## config.mk

```make
export PLATFORM = sky130hd
export DESIGN_NAME = fp_mul_round_pack
export DESIGN_NICKNAME = d
export VERILOG_FILES = /design/src/rtl/fpu_pkg.sv /design/src/rtl/fp_grs_extract.sv /design/src/rtl/fp_mul_round_pack.sv
export SDC_FILE = /design/constraint.sdc
export NUM_CORES = 1
export LEC_CHECK = 0
export ABC_AREA = 1
export BUFFER_PORTS_ARGS = -buffer_cell sky130_fd_sc_hd__clkbuf_2
export CAP_MARGIN = 20
export CORE_MARGIN = 2
export CORE_UTILIZATION = 40
export DETAILED_ROUTE_END_ITERATION = 12
export GPL_TIMING_DRIVEN = 0
export SLEW_MARGIN = 30
export SYNTH_ARGS = -nofsm -noshare
export SYNTH_HDL_FRONTEND = slang
export SYNTH_SLANG_ARGS = --single-unit
```

## constraint.sdc

```tcl
create_clock -name clk -period 5.3 [get_ports clk]
set_input_delay 0.265 -clock clk [delete_from_list [all_inputs] [get_ports clk]]
set_output_delay 0.265 -clock clk [all_outputs]
set_load 0.02 [all_outputs]
```

## src/rtl/fpu_pkg.sv

```systemverilog
// Shared FPU constants: rounding-mode encodings, special results and field widths.
package fpu_pkg;

  localparam int EXP_W  = 8;
  localparam int FRAC_W = 23;
  localparam int XEXP_W = 10;
  localparam int SIG_W  = FRAC_W + 1;
  localparam int PROD_W = 2 * FRAC_W + 2;

  localparam logic [1:0] RM_RNE = 2'b00;
  localparam logic [1:0] RM_RTZ = 2'b01;
  localparam logic [1:0] RM_RUP = 2'b10;
  localparam logic [1:0] RM_RDN = 2'b11;

  localparam int          EXP_MAX  = 255;
  localparam logic [31:0] QNAN     = 32'h7FC00000;
  localparam logic [30:0] INF_MAG  = 31'h7F800000;
  localparam logic [30:0] MAX_MAG  = 31'h7F7FFFFF;

endpackage

```

## src/rtl/fp_grs_extract.sv

```systemverilog
// Combinational normalise of a 2.46 significand product into 1.23 mantissa plus round/sticky.
// A product >= 2.0 shifts right by one and bumps the exponent.
module fp_grs_extract #(
  parameter int FRAC_W = 23,
  parameter int XEXP_W = 10
) (
  input  logic [2*FRAC_W+1:0]      prod,
  input  logic signed [XEXP_W-1:0] bexp,
  output logic [FRAC_W:0]          mant,
  output logic                     r,
  output logic                     s,
  output logic signed [XEXP_W:0]   norm_exp
);

  logic shift;

  always_comb begin
    shift = prod[2*FRAC_W+1];
    if (shift) begin
      mant = prod[2*FRAC_W+1:FRAC_W+1];
      r    = prod[FRAC_W];
      s    = |prod[FRAC_W-1:0];
    end else begin
      mant = prod[2*FRAC_W:FRAC_W];
      r    = prod[FRAC_W-1];
      s    = |prod[FRAC_W-2:0];
    end
    // one extra bit so in_exp+1 cannot wrap
    norm_exp = {bexp[XEXP_W-1], bexp} + {{XEXP_W{1'b0}}, shift};
  end

endmodule

```

## src/rtl/fp_mul_round_pack.sv

```systemverilog
// FP multiply back end: normalise/GRS (S1), round + exception pack (S2); 2-cycle latency, 1/cycle.
// Both stages stall together while the output is valid and not taken; in_ready mirrors that.
module fp_mul_round_pack
  import fpu_pkg::*;
#(
  parameter int EXP_W  = fpu_pkg::EXP_W,
  parameter int FRAC_W = fpu_pkg::FRAC_W,
  parameter int XEXP_W = fpu_pkg::XEXP_W
) (
  input  logic                  clk,
  input  logic                  rst_n,
  input  logic                  in_valid,
  output logic                  in_ready,
  input  logic                  in_sign,
  input  logic [XEXP_W-1:0]     in_exp,
  input  logic [2*FRAC_W+1:0]   in_prod,
  input  logic                  in_rerror,
  input  logic [1:0]            in_rmode,
  output logic                  out_valid,
  input  logic                  out_ready,
  output logic [31:0]           out_result,
  output logic                  out_overflow,
  output logic                  out_underflow,
  output logic                  out_inexact,
  output logic                  out_invalid
);

  localparam int SW = FRAC_W + 1;
  localparam int EW = XEXP_W + 2;
  localparam logic signed [EW-1:0] EXP_OVF = EW'(EXP_MAX);
  localparam logic signed [EW-1:0] EXP_UNF = '0;

  logic advance;

  logic                   g_r, g_s;
  logic [SW-1:0]          g_mant;
  logic signed [XEXP_W:0] g_exp;

  logic                   s1_valid, s1_sign, s1_rerror, s1_r, s1_s;
  logic [1:0]             s1_rmode;
  logic [SW-1:0]          s1_mant;
  logic signed [XEXP_W:0] s1_exp;

  logic                   inc, to_inf;
  logic [SW:0]            sum;
  logic [FRAC_W-1:0]      frac_r;
  logic signed [EW-1:0]   exp_r;
  logic [31:0]            res_d;
  logic                   ovf_d, unf_d, inx_d, inv_d;

  assign advance  = ~out_valid | out_ready;
  assign in_ready = advance;

  fp_grs_extract #(
    .FRAC_W (FRAC_W),
    .XEXP_W (XEXP_W)
  ) u_grs (
    .prod     (in_prod),
    .bexp     ($signed(in_exp)),
    .mant     (g_mant),
    .r        (g_r),
    .s        (g_s),
    .norm_exp (g_exp)
  );

  always_comb begin
    inc = 1'b0;
    case (s1_rmode)
      RM_RNE:  inc = s1_r & (s1_s | s1_mant[0]);
      RM_RUP:  inc = ~s1_sign & (s1_r | s1_s);
      RM_RDN:  inc = s1_sign & (s1_r | s1_s);
      default: inc = 1'b0;
    endcase

    sum = {1'b0, s1_mant} + {{SW{1'b0}}, inc};
    // carry out of the significand renormalises to 1.0 and bumps the exponent
    frac_r = sum[SW] ? sum[FRAC_W:1] : sum[FRAC_W-1:0];
    exp_r  = {s1_exp[XEXP_W], s1_exp} + {{(EW-1){1'b0}}, sum[SW]};

    to_inf = (s1_rmode == RM_RNE) | ((s1_rmode == RM_RUP) & ~s1_sign) |
             ((s1_rmode == RM_RDN) & s1_sign);

    res_d = {s1_sign, exp_r[EXP_W-1:0], frac_r};
    ovf_d = 1'b0;
    unf_d = 1'b0;
    inx_d = s1_r | s1_s;
    inv_d = 1'b0;
    if (s1_rerror) begin
      res_d = QNAN;
      inx_d = 1'b0;
      inv_d = 1'b1;
    end else if (exp_r >= EXP_OVF) begin
      res_d = {s1_sign, to_inf ? INF_MAG : MAX_MAG};
      ovf_d = 1'b1;
      inx_d = 1'b1;
    end else if (exp_r <= EXP_UNF) begin
      res_d = {s1_sign, 31'b0};
      unf_d = 1'b1;
      inx_d = 1'b1;
    end
  end

  always_ff @(posedge clk or negedge rst_n) begin
    if (!rst_n) begin
      s1_valid      <= 1'b0;
      s1_sign       <= 1'b0;
      s1_rerror     <= 1'b0;
      s1_rmode      <= 2'b00;
      s1_mant       <= '0;
      s1_r          <= 1'b0;
      s1_s          <= 1'b0;
      s1_exp        <= '0;
      out_valid     <= 1'b0;
      out_result    <= '0;
      out_overflow  <= 1'b0;
      out_underflow <= 1'b0;
      out_inexact   <= 1'b0;
      out_invalid   <= 1'b0;
    end else if (advance) begin
      s1_valid <= in_valid;
      if (in_valid) begin
        s1_sign   <= in_sign;
        s1_rerror <= in_rerror;
        s1_rmode  <= in_rmode;
        s1_mant   <= g_mant;
        s1_r      <= g_r;
        s1_s      <= g_s;
        s1_exp    <= g_exp;
      end
      out_valid <= s1_valid;
      if (s1_valid) begin
        out_result    <= res_d;
        out_overflow  <= ovf_d;
        out_underflow <= unf_d;
        out_inexact   <= inx_d;
        out_invalid   <= inv_d;
      end
    end
  end

endmodule

```

==> results of run 1 <==
-- what timing repair did --
action,in CTS,in global routing
gates resized for setup,0,0
endpoints found under the setup margin,0,0
endpoints found under the hold margin,62,0
hold buffers,1,0
-- area by class of cell --
type,instances,share of cell area
inverters,77,0.0507
well taps,143,0.0311
repair buffers,104,0.0928
flip-flops and latches,79,0.344
multi-input cells,495,0.410
clock inverters,5,0.00978
clock buffers,11,0.0439
plain buffers,23,0.0183
-- final timing paths --
| kind | start | end | slack [ns] | cells past startpoint |
|---|---|---|---|---|
| min in group asynchronous | rst_n | s1_exp[8] | 0.52 | 2 |
| worst max register to register | s1_rmode[1] | out_result[2] | 0.71 | 28 |
| max in group asynchronous | rst_n | out_result[16] | 4.35 | 2 |
| worst min register to register | s1_valid | out_valid | 0.47 | 2 |
| worst max-delay path | s1_rmode[1] | out_result[2] | 0.71 | 28 |
| worst min-delay path | in_rmode[0] | s1_rmode[0] | 0.15 | 3 |
-- worst reg2reg max path: cells and delay by family (launching register included) --
kind,cells,cell delay [ns]
buffers and inverters,4,0.29
flip-flops,1,0.41
adder cells (fa/ha/maj),5,1.18
AO/OA/AOI/OAI,1,0.13
AND/OR/NAND/NOR,18,2.43
-- sequential cells by signal (all words and copies together), names as in the netlist, 2 cells and up --
name        count
out_result     32
s1_rmode        2
s1_exp         11
s1_mant        24
-- power groups by stage --
stage / sequential (mW) / clock (mW) / combinational (mW)
final: 0.866 / 0.621 / 0.705
after global routing: 0.886 / 0.660 / 0.800
after CTS: 0.865 / 0.637 / 0.713
after detailed placement: 0.875 / 0 / 0.708
after global placement: 0.869 / 0 / 0.698
after floorplan: 0.972 / 0 / 0.355
-- Yosys cell counts, types with 2 or more instances --
cell type	instances
inv_1	75
clkbuf_1	19
nor3b_1	2
o22ai_1	3
nor2_4	2
xor2_1	6
dfrtp_1	79
nor2_1	75
nand2_1	221
or2_2	6
nand4_1	5
nand2_2	6
nand3_1	40
o211ai_1	14
xnor2_1	6
a31oi_1	6
a21boi_0	2
nand2_4	3
nor3_1	5
buf_4	3
nor4_1	5
a21oi_1	17
ha_1	7
o21ai_0	53
-- layer usage --
layer | global-route usage | vias up | routed length, µm
li1 | - | 2394 | -
met1 | 0.305 | 2022 | 6390
met2 | 0.305 | 115 | 5140
met3 | 0.0279 | 16 | 544
met4 | 0.0683 | 0 | 199
met5 | 0 | - | 0
-- through the flow --
step	setup WS, ns	total power, mW
5_1_grt	0.283	2.35
3_5_place_dp	0.761	1.58
6_report	0.710	2.19
3_3_place_gp	0.838	1.57
2_1_floorplan	1.60	1.33
4_1_cts	0.755	2.22
-- kinds of logic after synthesis --
| group | Yosys count | synth area share |
|---|---|---|
| buffers and inverters | 100 | 0.0838 |
| xor gates and xnor gates | 12 | 0.0222 |
| DFF | 79 | 0.418 |
| and+or+nand+nor | 374 | 0.335 |
| AOI/OAI and AO/OA | 102 | 0.123 |
| adders and majority gates | 7 | 0.0185 |
==> results by group, run 1 <==
Floorplan
  – IO Count: about 100
  – Chip height: approximately 110 µm
  – Die area: ~13000 µm²
  – Die Width: roughly 110 µm
  – Core Area: 11500 µm²
  – Starting Density: 0.413
  – Row cnt: 39

Layout
  – Util after Layout: 0.502
  – Number of antenna diodes: 0
  – Most frequent cells in the layout: nand2_1 (221), clkbuf_2 (102), dfrtp_1 (79)
  – Fill count: about 1200
  – FF/Latch Area: a little under 2000 µm²
  – Post-route cell area: between 5000 and 6000 µm²
  – Nets@finish: 862
  – Multi-input combinational cell area: ~2400 µm²
  – Area grow syn2layout: 21.6%
  – Layout cells sized above 1: 0.183
  – Fin cells: about 940
  – Most common cell after layout, fill and taps aside: nand2_1

Setup path
  – CP most frequent cell: nand2_1
  – CP required: approximately 5.5 ns
  – Worst Setup Path Type: reg2reg
  – Crit end category: flip-flop
  – Slowest CP cell: dfrtp_1
  – CP Launch Type: flip-flop
  – CP bufs+invs: 4
  – Critical path arrival: 4.81 ns
  – Critical path fanouts, max: 10
  – Delay-heaviest family, CP: simple AND/OR/NAND/NOR gates
  – CP peak stage delay: just over 0.4 ns

Synthesis
  – Leading area contributor after synthesis: dfrtp_1
  – Post-synthesis cell area: 4730 µm²
  – Synth Warn #: 0
  – Net Count, Synth: about 750
  – Async SR Flop Fraction: 1.00
  – Yosys top cell area share: 0.418
  – Post-Syn Instances: just under 700
  – Post-synth cell types: 38
  – Syn avg cell area: 7.02 µm²
  – Post-synth EDFFs: 0
  – Seq/Total Area, Yosys: 0.418
  – Yosys reg bits: a little under 80
  – Cells taking the most area after synthesis: dfrtp_1 (42%), nand2_1 (18%), inv_1 (5.9%)
  – Ys flop type: dfrtp_1

Detailed routing
  – WL final: around 12000 µm
  – Via count: ~4500
  – TritonRoute pass-1 iters: 4
  – Routed vias/inst: about 4.9
  – DR iter-0 viols: 260
  – Post-DR wirelength/cell: ~13 µm
  – Final ANT Viol Nets: 0
  – # DRC: 0

Placed design
  – DP HPWL: just under 10000 µm
  – Gpl congestion: 0.837
  – Placed insts: ~900
  – Port bufs: 103
  – Area post-placement: 5440 µm²

Power
  – Logic pwr share: 0.321
  – Clock power frac: 0.283
  – Leakage: 2.97 nW
  – Internal power: ~1.4 mW
  – Pwr Density: 381 nW/µm²
  – Peak supply drop: about 0.21 mV
  – Sw frac: 0.367
  – Switching power: approximately 0.81 mW
  – Sequential share of power: 0.395

Clock tree
  – Clock H-tree levels: 3
  – Setup bufs post-CTS: 0
  – CTS tree: yes
  – CTS root buf: clkbuf_16
  – Number of buffers created by CTS: 9
  – Clock sink total: between 70 and 80
  – Worst-case clock buffer depth: 2
  – Worst-Skew Late Latency: approximately 0.33 ns
  – Clk slew on worst S/H paths: around 0.06 ns

STA
  – Final Hold Fails: 0
  – F_max: 0.218 GHz
  – Fin Hold WS: 0.153 ns
  – Period Utilization, post-route: 0.866
  – Fin Clk Skew: between 0.006 and 0.007 ns
  – Worst-margin pin slew: around 0.6 ns
  – Max-slew violation count: 0
  – Unrepaired setup endpoints after global routing: false
  – Setup TNS: 0 ns
  – Post-layout min period: 4.59 ns
  – Slew margin rel.: 0.589
  – Finish-stage setup viols: 0

Min path
  – Hold/Removal Path Class: in2reg

Run status
  – Status: completed

Global route
  – Initial antenna violation count: 0
  – GRT Overall Usage: 0.204
  – Largest net degree at the start of global routing: 80
  – Wire length of the first global-routing pass: approximately 21000 µm
  – Grt total ovfl: 0
  – Vias in the first global route: between 4000 and 5000

Job
  – Max_cap viols: 0
(Power assumes the default switching activity.)
==> inputs of run 2 (changes only) <==
--- a/config.mk
+++ b/config.mk
@@ -5,7 +5,6 @@
 export SDC_FILE = /design/constraint.sdc
 export NUM_CORES = 1
 export LEC_CHECK = 0
-export ABC_AREA = 1
 export BUFFER_PORTS_ARGS = -buffer_cell sky130_fd_sc_hd__clkbuf_2
 export CAP_MARGIN = 20
 export CORE_MARGIN = 2
==> results by group, run 2 <==
Run status
  – Status: completed

STA
  – Worst-margin pin slew: 0.664 ns (+0.0471 ns)
  – Unrepaired setup endpoints after global routing: false
  – Setup TNS: 0 ns (unchanged)
  – Slew margin rel.: 0.557 (-0.0314)
  – Fin Clk Skew: 0.00537 ns (-0.00148 ns)
  – Finish-stage setup viols: 0 (unchanged)
  – Setup ws final: 0.468 ns (-0.243 ns)
  – Max-slew violation count: 0 (unchanged)
  – Period Utilization, post-route: 0.912 (+0.0458)
  – F_max: 0.207 GHz (-5.0%)
  – Final Hold Fails: 0 (unchanged)
  – Post-layout min period: 4.83 ns (+0.243 ns)

Setup path
  – CP bufs+invs: 4 (unchanged)
  – CP most frequent cell: ha_1
  – Critical path fanouts, max: 10 (unchanged)
  – FF-to-FF setup slack: 0.47 ns (-0.24 ns)
  – CP required: 5.52 ns (about the same)
  – Delay-heaviest family, CP: simple AND/OR/NAND/NOR gates
  – Slowest CP cell: or4_4
  – CP peak stage delay: 0.44 ns (+0.03 ns)
  – CP Launch Type: flip-flop
  – Worst Setup Path Type: reg2reg
  – CP Cell Sequence: and2_1 > ha_1 > nor2_1 > a22o_1 > ha_1 > ha_1 > clkbuf_1 > and4_1 > clkbuf_1 > nand3_2 > inv_1 > ha_1 > ha_1 > nand3_1 > or4_4 > a211oi_2 > o32ai_1 > clkbuf_1 > a31oi_1 > o21ai_2
  – Crit end category: flip-flop
  – Critical path arrival: 5.05 ns (+0.24 ns)

Placed design
  – Area post-placement: 5320 µm² (-2.0%)
  – Port bufs: 103 (unchanged)
  – Gpl congestion: 0.855 (+2.2%)
  – Place WS: 0.378 ns (-0.383 ns)
  – Placed insts: 756 (-18%)
  – DP HPWL: 9180 µm (-7.3%)

Clock tree
  – Clock H-tree levels: 3 (unchanged)
  – Clock sink total: 79 (unchanged)
  – Worst-Skew Late Latency: 0.33 ns (about the same)
  – Number of buffers created by CTS: 9 (unchanged)
  – Setup bufs post-CTS: 0 (unchanged)
  – CTS tree: yes
  – Worst-case clock buffer depth: 2 (unchanged)
  – CTS root buf: clkbuf_16
  – Clk slew on worst S/H paths: 0.06 ns (about the same)

Layout
  – Most frequent cells in the layout: clkbuf_2 (102), nand2_1 (94), dfrtp_1 (79)
  – Fill count: 1148 (-0.61%)
  – Largest regs: out_result (32), s1_mant (24), s1_exp (11)
  – Post-route cell area: 5650 µm² (-1.8%)
  – Max FFs per register: 32 (unchanged)
  – Number of antenna diodes: 0 (unchanged)
  – Multi-input combinational cell area: 2440 µm² (+3.5%)
  – Most common cell after layout, fill and taps aside: clkbuf_2
  – Area grow syn2layout: 22.3%
  – Nets@finish: 698 (-19%)
  – Fin cells: 773 (-18%)
  – Largest Register: out_result
  – Layout cells sized above 1: 0.256 (+0.0729)
  – FF/Latch Area: 1980 µm² (unchanged)

Floorplan
  – Chip height: 111 µm (-1.1%)
  – IO Count: 104 (unchanged)
  – Die area: 12400 µm² (-2.3%)
  – Row cnt: 39 (unchanged)
  – Die Width: 111 µm (-1.1%)
  – Starting Density: 0.406 (-0.00625)
  – Core Area: 11400 µm² (-0.85%)

Detailed routing
  – Final ANT Viol Nets: 0 (unchanged)
  – Highest Signal Layer: met4
  – # DRC: 0 (unchanged)
  – Met1 wire length: 5770 µm (-9.7%)
  – DR iter-0 viols: 232 (-11%)
  – TritonRoute pass-1 iters: 4 (unchanged)
  – Met3 wire len: 532 µm (-2.2%)
  – Via count: 4088 (-10%)
  – Post-DR wirelength/cell: 15.1 µm (+15%)
  – WL met2: 5260 µm (+2.4%)
  – Routed vias/inst: 5.29 (+9.0%)
  – WL final: 11700 µm (-4.9%)

Power
  – Final Power: 2.19 mW (-0.27%)
  – Pwr Density: 387 nW/µm² (+1.6%)
  – Peak supply drop: 0.199 mV (-4.7%)
  – Leakage: 2.57 nW (-13%)

Synthesis
  – Post-synth cell types: 51 (+34%)
  – Yosys top cell area share: 0.428 (+0.0101)
  – Syn avg cell area: 9.06 µm² (+29%)
  – Most numerous cell in the Yosys netlist: nand2_1
  – Ys flop type: dfrtp_1
  – Net Count, Synth: 583 (-22%)
  – Cells taking the most area after synthesis: dfrtp_1 (43%), nand2_1 (7.6%), mux2i_1 (5.4%)
  – Seq/Total Area, Yosys: 0.428 (+0.0101)
  – Post-synth EDFFs: 0 (unchanged)
  – Async SR Flop Fraction: 1.00 (unchanged)
  – Yosys reg bits: 79 (unchanged)
  – Post-Syn Instances: 510 (-24%)
  – Most frequent cells after synthesis: nand2_1 (94), dfrtp_1 (79), o21ai_0 (48)
  – Post-synthesis cell area: 4620 µm² (-2.4%)
  – Leading area contributor after synthesis: dfrtp_1
  – Synth Warn #: 0 (unchanged)

Global route
  – Largest net degree at the start of global routing: 80 (unchanged)
  – Initial antenna violation count: 0 (unchanged)
  – Vias in the first global route: 3924 (-11%)
  – Wire length of the first global-routing pass: 19700 µm (-6.4%)
  – Grt total ovfl: 0 (unchanged)
  – GRT Overall Usage: 0.196 (-0.00801)

Job
  – Max_cap viols: 0 (unchanged)

Min path
  – Hold/Removal Path Class: in2reg
-- run 2: logic make-up (layout without fill, tap and decap cells) --
| logic type | count (synthesis) | count (layout) | synth area share |
|---|---|---|---|
| buffers and inverters | 42 | 162 | 0.0450 |
| flip-flops | 79 | 79 | 0.428 |
| adder cells (fa/ha/maj) | 7 | 7 | 0.0190 |
| AND/OR/NAND/NOR | 189 | 189 | 0.190 |
| AO/OA/AOI/OAI | 132 | 132 | 0.192 |
| multiplexers | 32 | 32 | 0.0712 |
| XOR/XNOR | 29 | 29 | 0.0550 |
-- run 2: stage by stage --
stage | hold WS, ns | utilization
after detailed placement | 0.341 | 0.468
after CTS | 0.155 | 0.496
after floorplan | -0.0306 | -
final | 0.162 | 0.497
after global placement | 0.450 | 0.467
after global routing | 0.161 | 0.497
-- run 2: area by class of cell --
| class | count | area share |
|---|---|---|
| clock inverters | 3 | 0.00709 |
| repair buffers | 104 | 0.0946 |
| flip-flops and latches | 79 | 0.350 |
| multi-input cells | 389 | 0.432 |
| inverters | 7 | 0.00465 |
| clock buffers | 13 | 0.0478 |
| well taps | 143 | 0.0317 |
| plain buffers | 35 | 0.0321 |
-- run 2: metal layers --
layer  GRT usage  vias to the layer above
met3      0.0316                        8
li1            -                     2074
met4      0.0650                        0
met2       0.303                      101
met5           0                        -
met1       0.281                     1905
-- run 2: final timing paths --
path / from / endpoint / cells past startpoint
hold reg to reg: out_result[31] / out_result[31] / 2
min in group asynchronous: rst_n / s1_exp[1] / 2
setup reg to reg: s1_rmode[1] / out_result[15] / 20
hold / removal: in_rerror / s1_rerror / 2
setup / recovery: s1_rmode[1] / out_result[15] / 20
max in group asynchronous: rst_n / s1_rerror / 2
-- run 2: worst register-to-register path, stage by stage, from the launching register on --
cell and delay [ns]:
dfrtp_1 0.41, and2_1 0.15, ha_1 0.26, nor2_1 0.10, a22o_1 0.15, ha_1 0.16, ha_1 0.13, clkbuf_1 0.25
and4_1 0.24, clkbuf_1 0.24, nand3_2 0.21, inv_1 0.16, ha_1 0.25, ha_1 0.30, nand3_1 0.17, or4_4 0.44
a211oi_2 0.32, o32ai_1 0.17, clkbuf_1 0.25, a31oi_1 0.29, o21ai_2 0.07
-- run 2: where the power goes --
group	leakage, nW	internal (mW)	switching [mW]
sequential	0.971	0.745	0.119
clock	0.156	0.402	0.230
combinational	1.45	0.267	0.424
-- run 2: timing repair --
action                                  in CTS  in global routing
resized for setup                            0                  1
hold endpoints to repair                    79                  0
hold buffers                                 1                  0
endpoints found under the setup margin       0                  5
==> inputs of run 3 (changes only) <==
--- a/config.mk
+++ b/config.mk
@@ -8,9 +8,11 @@
 export BUFFER_PORTS_ARGS = -buffer_cell sky130_fd_sc_hd__clkbuf_2
 export CAP_MARGIN = 20
 export CORE_MARGIN = 2
-export CORE_UTILIZATION = 40
+export CORE_UTILIZATION = 50
+export CTS_CLUSTER_DIAMETER = 30
 export DETAILED_ROUTE_END_ITERATION = 12
 export GPL_TIMING_DRIVEN = 0
+export PLACE_DENSITY = 0.75
 export SLEW_MARGIN = 30
 export SYNTH_ARGS = -nofsm -noshare
 export SYNTH_HDL_FRONTEND = slang
==> constraint.sdc (replaced) <==
create_clock -name clk -period 5.3 [get_ports clk]
set_input_delay 0.53 -clock clk [delete_from_list [all_inputs] [get_ports clk]]
set_output_delay 0.53 -clock clk [all_outputs]
set_load 0.02 [all_outputs]
==> results by group, run 3 (synthesis gave the netlist of run 2 again) <==
Run status
  – Status: completed

Detailed routing
  – Post-DR wirelength/cell: 15.2 µm (+0.90%)
  – DR iter-0 viols: 240 (+3.4%)
  – Via count: 4194 (+2.6%)
  – Routed vias/inst: 5.67 (+7.2%)
  – Final ANT Viol Nets: 0 (unchanged)
  – # DRC: 0 (unchanged)
  – WL final: 11300 µm (-3.4%)
  – TritonRoute pass-1 iters: 5 (+1)

STA
  – Finish-stage setup viols: 0 (unchanged)
  – Fin Clk Skew: 0.00849 ns (+0.00312 ns)
  – Period Utilization, post-route: 0.903 (-0.00859)
  – Max-slew violation count: 0 (unchanged)
  – Worst-margin pin slew: 0.663 ns (-0.000534 ns)
  – Final Hold Fails: 0 (unchanged)
  – Setup TNS: 0 ns (unchanged)
  – Post-layout min period: 4.79 ns (-0.0455 ns)
  – Unrepaired setup endpoints after global routing: false
  – Slew margin rel.: 0.558 (about the same)
  – F_max: 0.209 GHz (+0.95%)

Layout
  – Nets@finish: 697 (-0.14%)
  – Max FFs per register: 32 (unchanged)
  – Util after Layout: 0.605 (+0.108)
  – Number of antenna diodes: 0 (unchanged)
  – Area grow syn2layout: 19.3%
  – Layout cells sized above 1: 0.259 (+0.00359)
  – Largest regs: out_result (32), s1_mant (24), s1_exp (11)
  – Most frequent cells in the layout: clkbuf_2 (102), nand2_1 (94), dfrtp_1 (79)
  – Most common cell after layout, fill and taps aside: clkbuf_2
  – Largest Register: out_result

Global route
  – Initial antenna violation count: 0 (unchanged)
  – GRT Overall Usage: 0.233 (+0.0370)
  – Largest net degree at the start of global routing: 80 (unchanged)
  – Grt total ovfl: 0 (unchanged)
  – Wire length of the first global-routing pass: 18700 µm (-4.9%)
  – Vias in the first global route: 3990 (+1.7%)

Clock tree
  – CTS root buf: clkbuf_8
  – Cts hold-fix bufs: 0 (-1)
  – Clock H-tree levels: 3 (unchanged)
  – Number of buffers created by CTS: 9 (unchanged)
  – Setup bufs post-CTS: 0 (unchanged)
  – Worst-Skew Late Latency: 0.35 ns (+0.02 ns)
  – CTS tree: yes
  – Clk slew on worst S/H paths: 0.08 ns (+0.02 ns)
  – Clock sink total: 79 (unchanged)
  – Worst-case clock buffer depth: 2 (unchanged)

Floorplan
  – Chip height: 100 µm (-10%)
  – Row cnt: 35 (-10%)
  – Die area: 10000 µm² (-19%)
  – IO Count: 104 (unchanged)
  – Die Width: 100 µm (-10%)
  – Starting Density: 0.507 (+0.101)
  – Core Area: 9110 µm² (-20%)

Power
  – Peak supply drop: 0.130 mV (-35%)
  – Leakage: 2.52 nW (-2.2%)
  – Pwr Density: 368 nW/µm² (-4.8%)

Min path
  – Hold/Removal Path Class: in2async

Setup path
  – R2r startpoint: s1_rmode[1]
  – CP required: 5.53 ns (about the same)
  – FF-to-FF setup slack: 0.51 ns (+0.05 ns)
  – Critical path arrival: 5.01 ns (-0.04 ns)
  – Critical path fanouts, max: 10 (unchanged)
  – R2R depth: 20 (unchanged)
  – Worst Setup Path Type: reg2reg
  – Terminus of the critical flop-to-flop path: out_result[15]
  – CP Launch Type: flip-flop
  – Crit end category: flip-flop

Placed design
  – DP HPWL: 8780 µm (-4.4%)
  – Port bufs: 103 (unchanged)
  – Gpl congestion: 0.848 (-0.92%)

Job
  – Max_cap viols: 0 (unchanged)
-- run 3: critical path, cell delays in order (launching register included) --
cell and delay (ns):
dfrtp_1 0.42, and2_1 0.16, ha_1 0.26, nor2_1 0.10, a22o_1 0.15, ha_1 0.16
ha_1 0.14, clkbuf_1 0.25, and4_1 0.23, clkbuf_1 0.24, nand3_2 0.21, inv_1 0.16
ha_1 0.24, ha_1 0.31, nand3_1 0.15, or4_4 0.43, a211oi_2 0.30, o32ai_1 0.16
clkbuf_1 0.24, a31oi_1 0.29, o21ai_2 0.07
-- run 3: final cells by class --
type,instances,area (µm²)
plain buffers,35,181
fillers,815,3600
clock inverters,4,52.6
inverters,7,26.3
repair buffers,103,524
well taps,111,139
flip-flops and latches,79,1980
multi-input cells,389,2450
clock buffers,12,165
-- run 3: per-stage QoR --
step	total power, mW	area, µm²	setup WS [ns]	cells	hold slack, ns
2_1_floorplan	1.32	4620	1.18	510	0.234
6_report	2.03	5510	0.513	740	0.199
5_1_grt	2.15	5510	0.0776	740	0.251
3_5_place_dp	1.57	5280	0.505	724	0.466
4_1_cts	2.03	5500	0.479	740	0.226
3_3_place_gp	1.54	5280	0.562	724	0.448
-- run 3: timing repair --
item	CTS	global route
setup endpoints to repair	0	3
gates resized for setup	0	2
endpoints found under the hold margin	0	0
-- run 3: report_power, final --
part | total (mW) | switching, mW | internal, mW | leakage (nW)
clock network | 0.473 | 0.217 | 0.256 | 0.101
registers | 0.864 | 0.120 | 0.743 | 0.971
logic | 0.694 | 0.427 | 0.267 | 1.44
total | 2.03 | 0.764 | 1.27 | 2.52
-- run 3: worst max path at each step --
stage                 from        endpoint  slack [ns]
4_1_cts        s1_rmode[1]  out_result[15]        0.48
5_1_grt        s1_rmode[1]  out_result[15]        0.08
2_1_floorplan  s1_rmode[0]    out_overflow        1.18
6_report       s1_rmode[1]  out_result[15]        0.51
3_3_place_gp   s1_rmode[1]  out_result[18]        0.56
3_5_place_dp   s1_rmode[1]  out_result[18]        0.50
-- run 3: routing by layer --
| metal | wire length [µm] | track usage | vias to the layer above | share of wire |
|---|---|---|---|---|
| met4 | 175 | 0.0706 | 0 | 0.016 |
| met2 | 5330 | 0.377 | 142 | 0.47 |
| met5 | 0 | 0 | - | 0 |
| met3 | 539 | 0.0369 | 16 | 0.048 |
| li1 | - | - | 2065 | - |
| met1 | 5220 | 0.323 | 1971 | 0.46 |
